$ cat config.mk
export PLATFORM = sky130hd
export DESIGN_NAME = mux_l1
export DESIGN_NICKNAME = d
export VERILOG_FILES = /design/src/rtl/mux_l1.sv
export SDC_FILE = /design/constraint.sdc
export NUM_CORES = 1
export LEC_CHECK = 0
export ABC_AREA = 1
export CAP_MARGIN = 20
export CELL_PAD_IN_SITES_DETAIL_PLACEMENT = 0
export CELL_PAD_IN_SITES_GLOBAL_PLACEMENT = 1
export CORE_MARGIN = 2
export CORE_UTILIZATION = 41
export CTS_BUF_LIST = sky130_fd_sc_hd__clkbuf_8
export CTS_CLUSTER_DIAMETER = 50
export DETAILED_ROUTE_END_ITERATION = 10
export PLACE_DENSITY_LB_ADDON = 0.1
export REMOVE_ABC_BUFFERS = 1
export SYNTH_ARGS = -nofsm -noshare
export SYNTH_HDL_FRONTEND = slang
export SYNTH_SLANG_ARGS = --single-unit
$ cat constraint.sdc
create_clock -name clk_2f -period 4.4 [get_ports clk_2f]
set_input_delay 0.66 -clock clk_2f [delete_from_list [all_inputs] [get_ports clk_2f]]
set_output_delay 0.66 -clock clk_2f [all_outputs]
set_load 0.05 [all_outputs]
$ cat src/rtl/mux_l1.sv
// Four-lane to two-lane layer-1 transmit serialiser: words 0/1 go out on lane 00,
// words 2/3 on lane 11, one 4-word group every two clk_2f cycles.
module mux_l1 (
  input  logic       clk_2f,
  input  logic       reset,
  input  logic [7:0] data_0,
  input  logic [7:0] data_1,
  input  logic [7:0] data_2,
  input  logic [7:0] data_3,
  input  logic       valid_0,
  input  logic       valid_1,
  input  logic       valid_2,
  input  logic       valid_3,
  output logic [7:0] data_00,
  output logic [7:0] data_11,
  output logic       valid_00,
  output logic       valid_11,
  output logic       slot_b,
  output logic [7:0] group_cnt
);

  localparam int DATA_W = 8;

  logic              phase;
  logic [DATA_W-1:0] h_data_p0 [4];
  logic [3:0]        h_valid_p0;
  logic [DATA_W-1:0] in_data [4];
  logic [3:0]        in_valid;
  logic [1:0]        w00;
  logic [1:0]        w11;

  assign in_data[0] = data_0;
  assign in_data[1] = data_1;
  assign in_data[2] = data_2;
  assign in_data[3] = data_3;
  assign in_valid   = {valid_3, valid_2, valid_1, valid_0};

  // phase=1 is a SLOT_A edge (words 0/2); phase=0 is a LOAD edge that emits words 1/3
  assign w00 = {1'b0, ~phase};
  assign w11 = {1'b1, ~phase};

  always_ff @(posedge clk_2f) begin
    if (reset) begin
      phase      <= 1'b0;
      h_valid_p0 <= '0;
      for (int i = 0; i < 4; i++) h_data_p0[i] <= '0;
      data_00    <= '0;
      data_11    <= '0;
      valid_00   <= 1'b0;
      valid_11   <= 1'b0;
      slot_b     <= 1'b0;
      group_cnt  <= '0;
    end else begin
      phase    <= ~phase;
      slot_b   <= ~phase;
      valid_00 <= h_valid_p0[w00];
      valid_11 <= h_valid_p0[w11];
      // Invalid words leave the lane data untouched
      if (h_valid_p0[w00]) data_00 <= h_data_p0[w00];
      if (h_valid_p0[w11]) data_11 <= h_data_p0[w11];
      if (!phase) begin
        for (int i = 0; i < 4; i++) h_data_p0[i] <= in_data[i];
        h_valid_p0 <= in_valid;
        if (|in_valid) group_cnt <= group_cnt + 8'd1;
      end
    end
  end

endmodule
==> reports/metrics.csv, run 1 <==
metric,value,unit
worstPathRequired,3.74,ns
p_leak,1.590,nW
antenna_found_initial,0,
grt_use_met1,17.62,%
rows,29,
crit_type,reg2out,
cts_buffer_depth,2,
die_area,0.007033,sq mm
setup_violations,0,
dp_hpwl,3216,microns
syn_inst,278,
start_util,41.90,%
fin_area,0.003478,sq mm
post_drt_wl_per_cell,11.23,microns
drive_gt1_share,5.983,%
ir_worst_vdd,0.1982,mV
synth-seq-area-share,60.48,%
wirelength,4808,microns
critical_path_arrival,1.80,ns
synth_area_leader_cell,edfxtp_1,
grt.overflow.total,0,
clock-root-buffer,clkbuf_8,
outcome,finished clean,
gp_congestion,0.7325,
ys_warn_count,0,
ys_top_cells_by_area,"edfxtp_1, dfxtp_1, nand2_1",
ys_types,21,
maxCapViolations,0,
ctsHoldBuffers,0,
final_nets,385,
max_freq,0.4065,GHz
grtUsageMet2,24.22,%
fin_crit,2.460,ns
grt_start_max_net_pins,33,
max-slew-margin-rel,36.60,%
syn_to_final_growth,33.01,%
synth_area,0.002615,sq mm
io_buffers,64,
drc,0,
num_antenna_cells,0,
dpl_cell_area,0.003297,sq mm
clk_latency,0.33,ns
vias,1961,
globalRouteTotalUtil,14.79,%
yosys_register_bits,63,
post_cts_resized,0,
post_cts_buffers,0,
cts_htree_levels,3,
crit_fanout,24,
drtPass1Iterations,4,
coreArea,0.006241,sq mm
postRouteAntennaNets,0,
fp.dieH,83.86,microns
die_w,83.86,microns
path_clk_slew,0.06,ns
vias_per_cell,4.582,
numCtsBuffers,9,
grt_pass1_vias,1793,
hold_violations,0,
use_met3,5.341,%
cts_tree,built,
setup_tns,0,ns
finClkSkew,0.006750,ns
grt_busiest_layer,met2,
avgSynthCellArea,9.407,sq um
num_io_pins,65,
cp-end-kind,output pin,
grt_pass1_wl,8052,microns
rsz0062_at_grt,false,
dr.first_iter.drc_count,55,
hold_class,reg2reg,
start_kind,register,
powerDensity,391.2,mW/mm^2
worstMarginPinSlew,0.9500,ns
fill_cells,605,
netlist.area_leader.share,36.75,%
fin_crit_sh,55.91,%
slew_viol_final,0,
clock-sinks,63,
## worst paths after layout
path,startpoint,endpoint,slack (ns),cells past startpoint
setup / recovery,phase,slot_b,1.94,2
hold / removal,group_cnt[4],group_cnt[4],0.46,2
setup reg to reg,phase,h_data_p0[1][2],2.64,4
hold reg to reg,group_cnt[4],group_cnt[4],0.46,2
## metrics by stage
step | cells | hold slack, ns | util [%] | setup WS, ns | power (mW)
finish | 428 | 0.4612 | 55.73 | 1.940 | 1.361
global route | 428 | 0.4793 | 55.73 | 1.868 | 1.425
floorplan | 268 | 0.4563 | - | 1.934 | 0.8213
global placement | 412 | 0.4516 | 52.83 | 1.942 | 0.9099
detailed placement | 412 | 0.4512 | 52.83 | 1.906 | 0.9131
CTS | 428 | 0.4609 | 55.73 | 1.908 | 1.379
## layer usage
layer,share of wire [%],vias up
met5,0,-
met4,1.1,0
met3,5.3,5
met2,49,41
met1,44,893
li1,-,1022
## registers in the layout, summed over array words and instances, names as in the netlist
register / flops
valid_11: 1
data_11: 8
phase: 1
h_data_p0: 32
h_valid_p0: 4
valid_00: 1
group_cnt: 8
data_00: 8
## cell families after synthesis
kind of cell    count (synthesis)  share of synthesized area [%]
buf+inv                        56                          9.569
compound gates                 30                          9.378
flops                          63                          60.48
fa+ha+maj                       1                         0.4784
simple gates                  128                          20.10
## area by class of cell
class | instances | area, sq um | area share (%)
sequential | 63 | 1582 | 45.47
tap | 77 | 96.34 | 2.770
clock buffer | 9 | 123.9 | 3.561
inverter | 46 | 172.7 | 4.964
multi-input combinational | 159 | 783.3 | 22.52
clock inverter | 7 | 57.56 | 1.655
timing repair buffer | 67 | 663.1 | 19.06
## worst max-delay path, cell delays in order, from the launching register on
cell             delay, ns
dfxtp_1               0.31
buf_4                 0.30
clkdlybuf4s50_1       0.87
## synthesized netlist by cell type
cell	number
nand2_4	1
ha_1	1
nand3_2	1
dfxtp_1	31
nand3_1	18
o21ai_2	1
nor2_4	1
nor3_1	1
buf_4	4
buf_2	2
buf_6	3
o21ai_0	6
inv_1	45
nor2_1	50
edfxtp_1	32
a21oi_1	6
o21ai_4	1
o211a_1	16
nand2_1	56
inv_2	1
clkbuf_1	1
## placed cells by master, fill, tap and decap left out, types with 3 or more instances in the layout
master	instances
o21ai_0	6
a21oi_1	6
inv_1	48
clkbuf_8	9
nand3_1	18
o211a_1	16
edfxtp_1	32
nand2_1	56
dfxtp_1	31
buf_4	3
nor2_1	50
clkdlybuf4s50_1	64
## where the power goes
| part | leakage (nW) | total (mW) | internal (mW) | switching (mW) |
|---|---|---|---|---|
| combinational | 0.876 | 0.217 | 0.0860 | 0.131 |
| sequential | 0.613 | 0.680 | 0.664 | 0.0166 |
| clock | 0.100 | 0.464 | 0.253 | 0.211 |
Note: power is estimated with default switching activity, not from simulation.
==> inputs of run 2 (changes only) <==
CORE_UTILIZATION = 38   (was 41)
clock period = 2.33 ns   (was 4.4 ns; I/O delays follow)
==> run 2 against run 1 <==
Total power rose by 83%. Utilization down 3.5 points. Sequential power increased by 90%. Final cell count rose by 1.4%. Non-clock buffer count grew 3. Global-route usage grew 0.17 points. Flip-flop and latch count unchanged. Via count increased by 1.6%. Combinational power grew 91%.
==> reports/metrics.csv, run 2 (synthesis gave the netlist of run 1 again) <==
metric,value,unit
worstMarginPinSlew,0.6522,ns
fin_util,52.20,%
coreArea,0.006719,sq mm
regMostFlops,h_data_p0,
critical_path_arrival,1.55,ns
layout_common_cells,"clkdlybuf4s50_1, nand2_1, nor2_1, inv_1, edfxtp_1",
io_buffers,64,
cp-end-kind,output pin,
drtPass1Iterations,4,
fill_cells,648,
clock-root-buffer,clkbuf_8,
hold_violations,0,
vias_per_cell,4.592,
dp_hpwl,3398,microns
final_common_cell,clkdlybuf4s50_1,
start_util,38.92,%
dpl_cell_area,0.003346,sq mm
grt_pass1_vias,1925,
die_w,86.96,microns
hold_class,reg2reg,
final_nets,388,
cpPeakStageDelay,0.82,ns
vias,1993,
cts_tree,built,
ir_worst_vdd,0.3178,mV
drive_gt1_share,6.780,%
fin_area,0.003507,sq mm
detailedPlace.worstSlack,0.6142,ns
die_area,0.007561,sq mm
slowest_stage,clkdlybuf4s50_1,
rsz0062_at_grt,false,
crit_type,reg2out,
crit_family,buffers and inverters,
wirelength,5081,microns
syn_to_final_growth,34.11,%
grt.overflow.total,0,
grt_pass1_wl,8659,microns
post_cts_buffers,0,
fp.dieH,86.96,microns
crit_fanout,5,
fin_crit_sh,81.46,%
antenna_found_initial,0,
num_antenna_cells,0,
numCtsBuffers,9,
p_leak,1.613,nW
cp_cell_sequence,clkdlybuf4s50_1,
fin_crit,1.898,ns
powerDensity,709.5,mW/mm^2
grt_start_max_net_pins,29,
largest_register_ffs,32,
max_freq,0.5269,GHz
maxCapViolations,0,
post_drt_wl_per_cell,11.71,microns
path_clk_slew,0.07,ns
worstPathRequired,1.98,ns
cts_buffer_depth,2,
outcome,finished clean,
postRouteAntennaNets,0,
rows,30,
clock-sinks,63,
drc,0,
gp_congestion,0.7407,
setup_violations,0,
cts_htree_levels,3,
r2r_setup_slack,0.68,ns
numPlacedInstances,418,
path_buf_inv,1,
slew_viol_final,0,
post_cts_resized,0,
num_io_pins,65,
finClkSkew,0.01081,ns
clk_latency,0.33,ns
ctsHoldBuffers,0,
setup_tns,0,ns
max-slew-margin-rel,56.51,%
dr.first_iter.drc_count,87,
instances_no_fill,434,
final.setup.worst_slack,0.4321,ns
globalRouteTotalUtil,14.96,%
start_kind,register,
run 2: changes by cell type in the layout (fill, tap and decap cells not counted), sizes merged:
cell           before  now
clkbuf              9   10
inv                49   50
bufinv              1    0
buf                 3    7
clkdlybuf4s50      64   63
clkinvlp            1    0
run 2: worst register-to-register path, stage by stage, from the launching register on:
cell     delay, ns
dfxtp_1       0.64
buf_4         0.33
nor2_4        0.08
inv_1         0.07
buf_4         0.22
nor2_1        0.07
run 2: metrics by stage:
step                power [mW]  hold slack [ns]
floorplan                1.551           0.4186
global placement         1.730           0.4492
detailed placement       1.736           0.4548
CTS                      2.519           0.4668
global route             2.609           0.4846
finish                   2.488           0.4595
run 2: final cells by class:
type                            count  area [sq um]  share of cell area, %
Sequential cell                    63          1582                  45.09
Clock buffer                       10         137.6                  3.924
Clock inverter                      6         23.77                 0.6778
Multi-Input combinational cell    159         783.3                  22.33
Tap cell                           80         100.1                  2.854
Timing Repair Buffer               70         708.2                  20.19
Inverter                           46         172.7                  4.923
run 2: final timing paths:
kind | start | endpoint | depth (start not counted)
max | group_cnt[5] | group_cnt[5] | 1
min | group_cnt[4] | group_cnt[4] | 2
max reg2reg | phase | h_data_p0[3][7] | 5
min reg2reg | group_cnt[4] | group_cnt[4] | 2
run 2: per-layer routing:
layer	share of wire (%)	vias up	global-route usage (%)
li1	-	1026	-
met1	44	914	17.26
met2	51	47	25.68
met3	4.3	6	4.265
met4	1.4	0	6.676
met5	0	-	0
run 2: report_power, final:
part	switching [mW]	internal [mW]
sequential	0.0368	1.25
combinational	0.245	0.171
clock	0.388	0.394
==> inputs of run 3 (changes only) <==
clock period = 1.8 ns   (was 2.33 ns; I/O delays follow)
==> run 3 against run 2 <==
Worst hold slack worse by 0.0019 ns. Die area unchanged. Register-to-register slack worse by 0.41 ns. Final cell count up 0.46%.
==> reports/metrics.csv, run 3 (synthesis gave the netlist of run 1 again) <==
metric,value,unit
grt_start_max_net_pins,29,
fin_crit,1.759,ns
hold_depth,2,
layout_common_cells,"nand2_1, clkdlybuf4s50_1, nor2_1, inv_1, edfxtp_1",
worstHoldStart,group_cnt[4],
crit_family,buffers and inverters,
cts_tree,built,
reg2reg_from,phase,
post_cts_buffers,0,
grt_pass1_vias,1807,
outcome,finished clean,
cp-end-kind,output pin,
detailedPlace.worstSlack,0.2172,ns
fin_crit_sh,97.70,%
final_nets,390,
hold_violations,0,
crit_fanout,2,
clock-root-buffer,clkbuf_8,
min_to,group_cnt[4],
maxCapViolations,0,
start_util,38.92,%
grt_pass1_wl,8231,microns
worstMarginPinSlew,0.6415,ns
hold_class,reg2reg,
setup_tns,0,ns
post_drt_wl_per_cell,11.31,microns
setup_violations,0,
slew_viol_final,0,
clk_latency,0.33,ns
max_freq,0.5686,GHz
drc,0,
cp_cell_sequence,clkdlybuf4s50_1,
finClkSkew,0.007451,ns
globalRouteTotalUtil,14.42,%
fp.dieH,86.96,microns
r2r_setup_slack,0.27,ns
regMostFlops,h_data_p0,
cpPeakStageDelay,0.81,ns
worstRegToRegCells,5,
postRouteAntennaNets,0,
syn_to_final_growth,36.99,%
gp_congestion,0.7643,
powerDensity,986.6,mW/mm^2
dr.first_iter.drc_count,46,
cts_buffer_depth,2,
vias_per_cell,4.525,
final.setup.worst_slack,0.04137,ns
max-slew-margin-rel,57.23,%
ctsHoldBuffers,0,
die_area,0.007561,sq mm
path_buf_inv,1,
cts_htree_levels,3,
ir_worst_vdd,0.4493,mV
slowest_stage,clkdlybuf4s50_1,
numCtsBuffers,9,
rsz0062_at_grt,false,
critical_path_arrival,1.49,ns
num_io_pins,65,
path_clk_slew,0.06,ns
timing.hold.ws,0.4576,ns
coreArea,0.006719,sq mm
worstPathRequired,1.53,ns
r2r-end,group_cnt[7],
drtPass1Iterations,4,
antenna_found_initial,0,
rows,30,
clock-sinks,63,
crit_type,reg2out,
vias,1973,
die_w,86.96,microns
io_buffers,64,
largest_register_ffs,32,
p_leak,1.732,nW
final_common_cell,nand2_1,
wirelength,4930,microns
grt.overflow.total,0,
drive_gt1_share,9.831,%
start_kind,register,
dp_hpwl,3323,microns
num_antenna_cells,0,
-- run 3: cell types whose count changed in the layout (fill, tap and decap cells not counted), moves of 2 or more --
cell and delta:
clkdlybuf4s50_1 -11, dlymetal6s2s_1 +4, buf_4 +7, bufinv_16 +2, inv_1 -2
-- run 3: how the worst max path moves through the flow --
stage	startpoint	endpoint	slack, ns	depth (start not counted)
after floorplan	phase	h_data_p0[0][0]	-0.67	1
after global placement	reset	h_data_p0[1][7]	0.24	4
after detailed placement	reset	h_data_p0[0][4]	0.22	5
after CTS	group_cnt[4]	group_cnt[4]	0.01	1
after global routing	group_cnt[3]	group_cnt[3]	0.002	1
final	data_11[5]	data_11[5]	0.04	1
-- run 3: layout make-up --
type / instances / area [sq um]
fillers: 630 / 3137
flip-flops and latches: 63 / 1582
clock buffers: 10 / 137.6
repair buffers: 72 / 729.5
multi-input cells: 159 / 783.3
clock inverters: 6 / 77.57
well taps: 80 / 100.1
inverters: 46 / 172.7
-- run 3: what timing repair did --
item | CTS | global route
endpoints found under the hold margin | 0 | 0
endpoints found under the setup margin | 1 | 4
gates resized for setup | 1 | 4
-- run 3: where the power goes --
part | switching (mW) | internal, mW | total (mW)
Clock | 0.521 | 0.803 | 1.32
Combinational | 0.318 | 0.223 | 0.542
Sequential | 0.0457 | 1.62 | 1.67
-- run 3: layer usage --
metal | wire (microns) | share of wire, % | GRT usage, % | up-vias
met5 | 0 | 0 | 0 | -
met2 | 2344 | 48 | 23.18 | 46
li1 | - | - | - | 1033
met3 | 230 | 4.7 | 3.791 | 11
met4 | 111 | 2.3 | 7.670 | 0
met1 | 2245 | 46 | 17.71 | 883
-- run 3: per-stage QoR --
| stage | util [%] | area (sq um) | power [mW] | instances |
|---|---|---|---|---|
| detailed placement | 49.98 | 3358 | 2.252 | 420 |
| CTS | 53.17 | 3572 | 3.574 | 436 |
| global route | 53.31 | 3582 | 3.693 | 436 |
| finish | 53.31 | 3582 | 3.534 | 436 |
| global placement | 49.98 | 3358 | 2.248 | 420 |
| floorplan | - | 2537 | 2.008 | 268 |
